<file path="src/rtl/wb_arbiter.sv">
// Writeback arbiter: merges MEM-stage results with a 2-entry long-latency result FIFO.
// Define RV32_WB_STARVE_GUARD_EN to enable the starvation guard (forced FIFO drain via pipe_stall).
module wb_arbiter #(
    parameter int unsigned STARVE_LIMIT = 4
) (
    input  logic        clk,
    input  logic        rst_n,
    input  logic [4:0]  mem_rd,
    input  logic        mem_regwrite,
    input  logic [31:0] mem_data,
    input  logic        ll_valid,
    input  logic [4:0]  ll_rd,
    input  logic [31:0] ll_data,
    output logic        ll_ready,
    input  logic [4:0]  id_rs1,
    input  logic [4:0]  id_rs2,
    input  logic [4:0]  id_rd,
    output logic        ll_hazard,
    output logic        pipe_stall,
    output logic [4:0]  wb_rd,
    output logic        wb_regwrite,
    output logic [31:0] wb_data
);
    localparam int unsigned RegW  = 5;
    localparam int unsigned DataW = 32;

    typedef logic [RegW-1:0]  reg_addr_t;
    typedef logic [DataW-1:0] word_t;

    typedef struct packed {
        reg_addr_t rd;
        word_t     data;
    } ll_entry_t;

    typedef enum logic [1:0] {
        EMPTY = 2'd0,
        ONE   = 2'd1,
        FULL  = 2'd2
    } fifo_state_e;

    if ((STARVE_LIMIT == 0) || (STARVE_LIMIT > 15)) begin : g_bad_limit
        $error("wb_arbiter: STARVE_LIMIT must be in 1..15");
    end

    fifo_state_e state_q, state_d;
    ll_entry_t   head_q, head_d, tail_q, tail_d;
    logic        wb_regwrite_q, wb_regwrite_d;
    reg_addr_t   wb_rd_q, wb_rd_d;
    word_t       wb_data_q, wb_data_d;

    logic        fifo_nonempty, hs_keep, mem_wr, force_head, deq, enq;
    ll_entry_t   hs_entry;
    reg_addr_t [2:0] id_addr;
    logic [2:0]  id_hit;

    // Results with rd=0 are accepted but never stored or written back.
    assign fifo_nonempty = (state_q != EMPTY);
    assign ll_ready      = rst_n && (state_q != FULL);
    assign hs_keep       = ll_valid && ll_ready && (ll_rd != '0);
    assign hs_entry      = '{rd: ll_rd, data: ll_data};
    assign mem_wr        = !force_head && mem_regwrite && (mem_rd != '0);
    assign deq           = fifo_nonempty && (force_head || !mem_wr);
    assign enq           = hs_keep && (fifo_nonempty || mem_wr);

`ifdef RV32_WB_STARVE_GUARD_EN
    localparam int unsigned CntW = 4;

    logic [CntW-1:0] starve_q, starve_d;

    // Counts cycles the FIFO head waits behind MEM traffic.
    always_comb begin
        starve_d = starve_q;
        if (deq) begin
            starve_d = '0;
        end else if (fifo_nonempty) begin
            starve_d = starve_q + CntW'(1);
        end
    end

    always_ff @(posedge clk) begin
        if (!rst_n) begin
            starve_q <= '0;
        end else begin
            starve_q <= starve_d;
        end
    end

    assign force_head = rst_n && fifo_nonempty && (starve_q == CntW'(STARVE_LIMIT));
`else
    assign force_head = 1'b0;
`endif

    assign pipe_stall = force_head;

    // Hazard covers queued entries and a result accepted this cycle.
    assign id_addr = {id_rd, id_rs2, id_rs1};

    always_comb begin
        id_hit = '0;
        for (int i = 0; i < 3; i++) begin
            id_hit[i] = (id_addr[i] != '0) &&
                        ((fifo_nonempty && (head_q.rd == id_addr[i])) ||
                         ((state_q == FULL) && (tail_q.rd == id_addr[i])) ||
                         (hs_keep && (ll_rd == id_addr[i])));
        end
    end

    assign ll_hazard = rst_n && (|id_hit);

    always_comb begin
        state_d       = state_q;
        head_d        = head_q;
        tail_d        = tail_q;
        wb_regwrite_d = 1'b0;
        wb_rd_d       = wb_rd_q;
        wb_data_d     = wb_data_q;

        if (deq) begin
            wb_regwrite_d = 1'b1;
            wb_rd_d       = head_q.rd;
            wb_data_d     = head_q.data;
        end else if (mem_wr) begin
            wb_regwrite_d = 1'b1;
            wb_rd_d       = mem_rd;
            wb_data_d     = mem_data;
        end else if (hs_keep) begin
            wb_regwrite_d = 1'b1;
            wb_rd_d       = ll_rd;
            wb_data_d     = ll_data;
        end

        case (state_q)
            EMPTY: begin
                if (enq) begin
                    head_d  = hs_entry;
                    state_d = ONE;
                end
            end
            ONE: begin
                if (deq && enq) begin
                    head_d = hs_entry;
                end else if (deq) begin
                    state_d = EMPTY;
                end else if (enq) begin
                    tail_d  = hs_entry;
                    state_d = FULL;
                end
            end
            FULL: begin
                if (deq) begin
                    head_d  = tail_q;
                    state_d = ONE;
                end
            end
            default: state_d = EMPTY;
        endcase
    end

    always_ff @(posedge clk) begin
        if (!rst_n) begin
            state_q       <= EMPTY;
            head_q        <= '0;
            tail_q        <= '0;
            wb_regwrite_q <= 1'b0;
            wb_rd_q       <= '0;
            wb_data_q     <= '0;
        end else begin
            state_q       <= state_d;
            head_q        <= head_d;
            tail_q        <= tail_d;
            wb_regwrite_q <= wb_regwrite_d;
            wb_rd_q       <= wb_rd_d;
            wb_data_q     <= wb_data_d;
        end
    end

    assign wb_regwrite = wb_regwrite_q;
    assign wb_rd       = wb_rd_q;
    assign wb_data     = wb_data_q;

endmodule
</file>
<file path="config.mk">
export PLATFORM = sky130hd
export DESIGN_NAME = wb_arbiter
export DESIGN_NICKNAME = d
export VERILOG_FILES = /design/src/rtl/wb_arbiter.sv
export SDC_FILE = /design/constraint.sdc
export NUM_CORES = 1
export LEC_CHECK = 0
export CAP_MARGIN = 20
export CORE_UTILIZATION = 35
export DETAILED_ROUTE_END_ITERATION = 10
export PLACE_DENSITY_LB_ADDON = 0.15
export SETUP_SLACK_MARGIN = 0.4
export SKIP_CTS_REPAIR_TIMING = 1
export SYNTH_ARGS = -nofsm -noshare
export SYNTH_HDL_FRONTEND = slang
export SYNTH_SLANG_ARGS = --single-unit
</file>
<file path="constraint.sdc">
create_clock -name clk -period 2.72 [get_ports clk]
set_input_delay 0.408 -clock clk [delete_from_list [all_inputs] [get_ports clk]]
set_output_delay 0.408 -clock clk [all_outputs]
set_load 0.01 [all_outputs]
</file>
==> flow_metrics.tcl, run 1 <==
set metrics [dict create \
    status "complete, no violations" \
    cts_tree "done" \
    cp_max_fo 3 \
    reg2reg_depth 7 \
    synth_top_family_by_area "simple AND/OR/NAND/NOR gates" \
    wl_per_cell_um 16.08 \
    synth_cell_types 39 \
    fin_skew_ns 0.01344 \
    port_buffers 132 \
    leakage_nw 3.175 \
    vdd_drop_max_v 0.0004654 \
    ant_nets 0 \
    async_reset_ff_share_pct 0 \
    die_width_um 134.6 \
    die_area_um2 18130 \
    stdcell_area_um2 8339 \
    final_cells 1114 \
    netlist_area_um2 6158 \
    grt_max_degree 83 \
    routabilityCongestion 0.8989 \
    tns_ns 0 \
    grt_pass1_wl_mm 28.56 \
    cap_violations 0 \
    cp-end-kind "output pin" \
    path_clk_slew_ns 0.05 \
    drt_iter0_drc 318 \
    p_switching_mw 1.187 \
    max_slew_margin_pct 38.67 \
    synth-edff-count 0 \
    p_per_area_nw_per_um2 576.1 \
    yosysMostFrequentCell "nand2_1" \
    seqPwrFrac_pct 37.4 \
    netSwitchingFraction_pct 24.72 \
    drtPass1Iterations 4 \
    fp-row-count 48 \
    ys_top_cells_by_area "dfxtp_1 37%, nand2_1 13%, o211ai_1 9.0%" \
    pwr-share-clk_pct 46.6 \
    syn_inst 770 \
    core_area_um2 17240 \
    drive_gt1_share_pct 9.336 \
    insertion_delay_ns 0.42 \
    dp.cells 1078 \
    min_path_cells 2 \
    power.total_mw 4.804 \
    syn-num-nets 863 \
    max_freq_mhz 403.0 \
    worstHoldEndpoint "tail_q[31]" \
    setup_viol 0 \
    fillCellCount 1650 \
    avgSynthCellArea_um2 7.998 \
    vias 5641 \
    antenna_found_initial 0 \
    ys_ff_latch 114 \
    placed_area_um2 7699 \
    synth-compound-area-share_pct 19.59 \
    hold_slack_ns 0.3922 \
    clk_path_buf_depth 2 \
    post-route-min-period_ns 2.482 \
    synthAdderAreaFrac_pct 0 \
    die_y_um 134.6 \
    slew_violations 0 \
    synth_top_area_share_pct 37.06 \
    synthToLayoutAreaGrowth_pct 35.41 \
    cp.required_ns 2.31 \
    yosys_warnings 0 \
    cts_root_buf "clkbuf_16" \
    hpwl_mm 11.82 \
    numCtsBuffers 17 \
    critPathLaunchType "input pin" \
    yosys-mux-area-fraction_pct 6.014 \
    cts_max_level 4 \
    hp-start "rst_n" \
    r2r-start "state_q[1]" \
    synth_xor_area_share_pct 6.684 \
    overflow 0 \
    synthTopCellsByCount "217 x nand2_1, 114 x dfxtp_1, 74 x o211ai_1" \
    reg2reg_to "head_q[14]" \
    grt_usage_pct 20.29 \
    cellInternalPower_mw 3.617 \
    finalHoldViolCount 0 \
    clock_sinks 114 \
    synthFlopType "dfxtp_1" \
    synth_top_area_cell "dfxtp_1" \
    antenna_cells 0 \
    r2r_slack_ns 0.55 \
    hold_path_class "in -> reg" \
    vias_per_cell 5.064 \
    routed_wl_mm 17.91 \
    first_global_vias 5594 \
    drc_errors 0 \
    layout.nets 969 \
    arrival_ns 2.07 \
    critical_path_class "in -> out" \
    rsz0062_at_grt "yes" \
    comb_power_share_pct 16.1 \
    initial_utilization_pct 35.73 \
    yosysSeqAreaShare_pct 37.06 \
    yosys.area_share.simple_pct 23.63 \
    ios 134 \
    period_share_pct 91.24 \
    worstMarginPinSlew_ns 0.9200 \
]
worst max-delay path, cell delays in order:
cell and delay, ns:
buf_6 0.09, or4_4 0.54, o2111ai_4 0.23, nor4_2 0.08
o311ai_1 0.33, o221ai_1 0.21, buf_2 0.18
metal layers:
metal / vias to the layer above / GRT usage (%) / share of wire, %
met1: 2647 / 23.84 / 43
met2: 135 / 35.22 / 50
met4: 0 / 9.114 / 2.5
met3: 30 / 4.429 / 4.7
li1: 2829 / - / -
met5: - / 0 / 0
layout by cell type, fill, tap and decap left out, types with 2 or more instances in the layout:
master and n:
a21boi_0 42, nand2b_1 37, xnor2_1 35, a21boi_1 30
o211ai_1 74, and2_1 2, clkbuf_16 17, bufinv_16 3
clkdlybuf4s50_1 123, nand3_1 38, nand4_1 6, nor2_1 2
buf_12 6, or4_1 4, buf_6 2, clkinv_2 4
clkinvlp_4 2, a21oi_1 2, buf_4 30, xor2_1 12
dfxtp_1 113, nor3_1 11, dlymetal6s2s_1 4, a32oi_1 2
o21ai_0 3, nor4_2 4, nand2_1 217, clkbuf_1 4
mux2i_1 37
cell type report:
class / instances / area, µm² / share of cell area [%]
clock buffers: 22 / 454.2 / 5.446
clock inverters: 10 / 133.9 / 1.605
inverters: 1 / 3.754 / 0.04501
multi-input cells: 575 / 3523 / 42.25
flip-flops and latches: 114 / 2283 / 27.38
well taps: 225 / 281.5 / 3.376
repair buffers: 167 / 1659 / 19.89
worst max-delay path by stage:
stage | start | end | slack [ns] | depth (start not counted)
after floorplan | ll_rd[4] | ll_hazard | 0.41 | 7
after global placement | ll_rd[4] | ll_hazard | -0.39 | 7
after detailed placement | ll_rd[4] | ll_hazard | -0.47 | 7
after CTS | ll_rd[4] | ll_hazard | -0.47 | 7
after global routing | ll_rd[3] | ll_hazard | 0.21 | 7
final | ll_rd[3] | ll_hazard | 0.24 | 7
registers in the layout, summed over array words and instances (netlist names):
signal,cells
wb_data,32
wb_regwrite,1
state_q,2
head_q,37
tail_q,37
wb_rd,5
logic make-up after synthesis:
family	Yosys count
mux	37
flops	114
buf+inv	81
xor+xnor	47
compound gates	161
simple gates	329
other cells	1
stage by stage:
step                      utilization (%)  setup slack (ns)
after floorplan                         -            0.4057
after global placement              44.66           -0.3946
after detailed placement            44.66           -0.4705
after CTS                           48.08           -0.4735
after global routing                48.38            0.2102
final                               48.38            0.2383
power groups by stage:
| stage | Sequential (mW) | Combinational [mW] | Clock (mW) |
|---|---|---|---|
| 2_1_floorplan | 1.84 | 0.385 | 0 |
| 6_report | 1.79 | 0.772 | 2.24 |
| 3_3_place_gp | 1.83 | 0.758 | 0 |
| 3_5_place_dp | 1.83 | 0.773 | 0 |
| 4_1_cts | 1.80 | 0.777 | 2.28 |
| 5_1_grt | 1.80 | 0.839 | 2.36 |
(Power assumes the default switching activity.)
==> run 2, diff against run 1 <==
Settings changed: CORE_MARGIN set to 2.
==> flow_metrics.tcl, run 2 (synthesis results as in run 1) <==
set metrics [dict create \
    clk_path_buf_depth 2 \
    comb_power_share_pct 16.0 \
    hold_slack_ns 0.4242 \
    die_width_um 136.6 \
    routed_wl_mm 18.07 \
    overflow 0 \
    synthToLayoutAreaGrowth_pct 37.81 \
    worstHoldEndpoint "tail_q[35]" \
    critPathBufInv 3 \
    critical_path_class "in -> out" \
    p_switching_mw 1.165 \
    critPathLaunchType "input pin" \
    status "complete, no violations" \
    ant_nets 0 \
    layout.nets 978 \
    drive_gt1_share_pct 10.47 \
    hold_path_class "in -> reg" \
    slowest_stage "clkdlybuf4s50_1" \
    cp.required_ns 2.31 \
    netSwitchingFraction_pct 24.11 \
    multi_input_area_um2 3527 \
    antenna_cells 0 \
    cts_tree "done" \
    pwr-share-clk_pct 46.8 \
    max_freq_mhz 407.6 \
    cap_violations 0 \
    cpPeakStageDelay_ns 0.57 \
    leakage_nw 3.259 \
    die_area_um2 18670 \
    layout_common_cells "217 x nand2_1, 125 x clkdlybuf4s50_1, 113 x dfxtp_1" \
    hpwl_mm 11.67 \
    initial_utilization_pct 35.73 \
    dp.cells 1081 \
    fillCellCount 1601 \
    min_path_cells 4 \
    slew_violations 0 \
    drt_iter0_drc 307 \
    reg2reg_to "wb_data[0]" \
    ios 134 \
    setup_viol 0 \
    wl_per_cell_um 16.09 \
    drtPass1Iterations 4 \
    vdd_drop_max_v 0.0004439 \
    r2r_slack_ns 0.60 \
    regArea_um2 2286 \
    insertion_delay_ns 0.41 \
    cts_max_level 4 \
    grt_pass1_wl_mm 27.53 \
    cts_root_buf "clkbuf_16" \
    fp-row-count 48 \
    path_clk_slew_ns 0.05 \
    cp-end-kind "output pin" \
    r2r-start "state_q[0]" \
    max_slew_margin_pct 42.08 \
    cellInternalPower_mw 3.669 \
    final_cells 1123 \
    clock_sinks 114 \
    worstMarginPinSlew_ns 0.8688 \
    routabilityCongestion 0.9245 \
    power.total_mw 4.834 \
    tns_ns 0 \
    arrival_ns 2.05 \
    grt_usage_pct 18.87 \
    port_buffers 132 \
    die_y_um 136.6 \
    finalHoldViolCount 0 \
    drc_errors 0 \
    fin_skew_ns 0.01250 \
    grt_max_degree 98 \
    vias 5629 \
    final_core_util_pct 49.24 \
    p_per_area_nw_per_um2 569.6 \
    vias_per_cell 5.012 \
    path_delay_family "buffers and inverters" \
    worstPathCellList "clkdlybuf4s50_1 -> o2111ai_4 -> buf_4 -> nor4_2 -> nor3_1 -> o221ai_1 -> buf_2" \
    cp_max_fo 4 \
    seqPwrFrac_pct 37.1 \
    first_global_vias 5446 \
    antenna_found_initial 0 \
    rsz0062_at_grt "yes" \
    period_share_pct 90.19 \
    reg2reg_depth 7 \
    hp-start "ll_rd[3]" \
    mostFrequentLayoutCell "nand2_1" \
    core_area_um2 17240 \
    numCtsBuffers 17 \
    post-route-min-period_ns 2.453 \
]
==> run 2: cell count changes in the layout (fill, tap and decap cells not counted), moves of 2 or more <==
| cell | before | now |
|---|---|---|
| dlymetal6s2s_1 | 4 | 2 |
| clkbuf_16 | 17 | 20 |
| buf_4 | 30 | 35 |
| clkbuf_1 | 4 | 2 |
| clkdlybuf4s50_1 | 123 | 125 |
| clkbuf_8 | 1 | 3 |
==> run 2: worst min-delay path: stages <==
cell,delay (ns)
clkbuf_2,0.09
buf_4,0.16
nand2_1,0.05
a21boi_0,0.07
==> run 2: power groups by stage <==
| stage | Combinational, mW | Clock [mW] | Sequential, mW |
|---|---|---|---|
| 2_1_floorplan | 0.385 | 0 | 1.84 |
| 3_3_place_gp | 0.751 | 0 | 1.83 |
| 3_5_place_dp | 0.766 | 0 | 1.83 |
| 4_1_cts | 0.768 | 2.32 | 1.80 |
| 5_1_grt | 0.839 | 2.41 | 1.80 |
| 6_report | 0.775 | 2.26 | 1.80 |
==> run 2: cell type report <==
class / count / share of cell area, %
clock inverter: 10 / 1.548
sequential: 114 / 26.93
inverter: 1 / 0.04423
tap: 225 / 3.317
multi-input combinational: 575 / 41.56
timing repair buffer: 176 / 21.01
clock buffer: 22 / 5.588
==> run 2: worst max-delay path by stage <==
| stage | start | to | slack, ns | depth (start not counted) |
|---|---|---|---|---|
| global placement | ll_rd[4] | ll_hazard | -0.39 | 7 |
| floorplan | ll_rd[4] | ll_hazard | 0.41 | 7 |
| global route | ll_rd[4] | ll_hazard | 0.15 | 7 |
| detailed placement | ll_rd[4] | ll_hazard | -0.42 | 7 |
| finish | ll_rd[0] | ll_hazard | 0.27 | 7 |
| CTS | ll_rd[4] | ll_hazard | -0.43 | 7 |
==> run 2: metrics by stage <==
step | setup slack (ns) | cell area [µm²]
after global placement | -0.3869 | 7702
final | 0.2668 | 8487
after floorplan | 0.4057 | 6176
after global routing | 0.1531 | 8487
after CTS | -0.4325 | 8308
after detailed placement | -0.4235 | 7702
==> run 2: layer usage <==
layer / GRT usage [%] / share of wire (%) / wire (µm) / vias up
met5: 0 / 0 / 0 / -
met4: 5.266 / 1.1 / 200 / 0
met3: 5.370 / 4.6 / 829 / 15
met2: 32.17 / 50 / 8962 / 129
met1: 23.17 / 45 / 8073 / 2629
li1: - / - / - / 2856
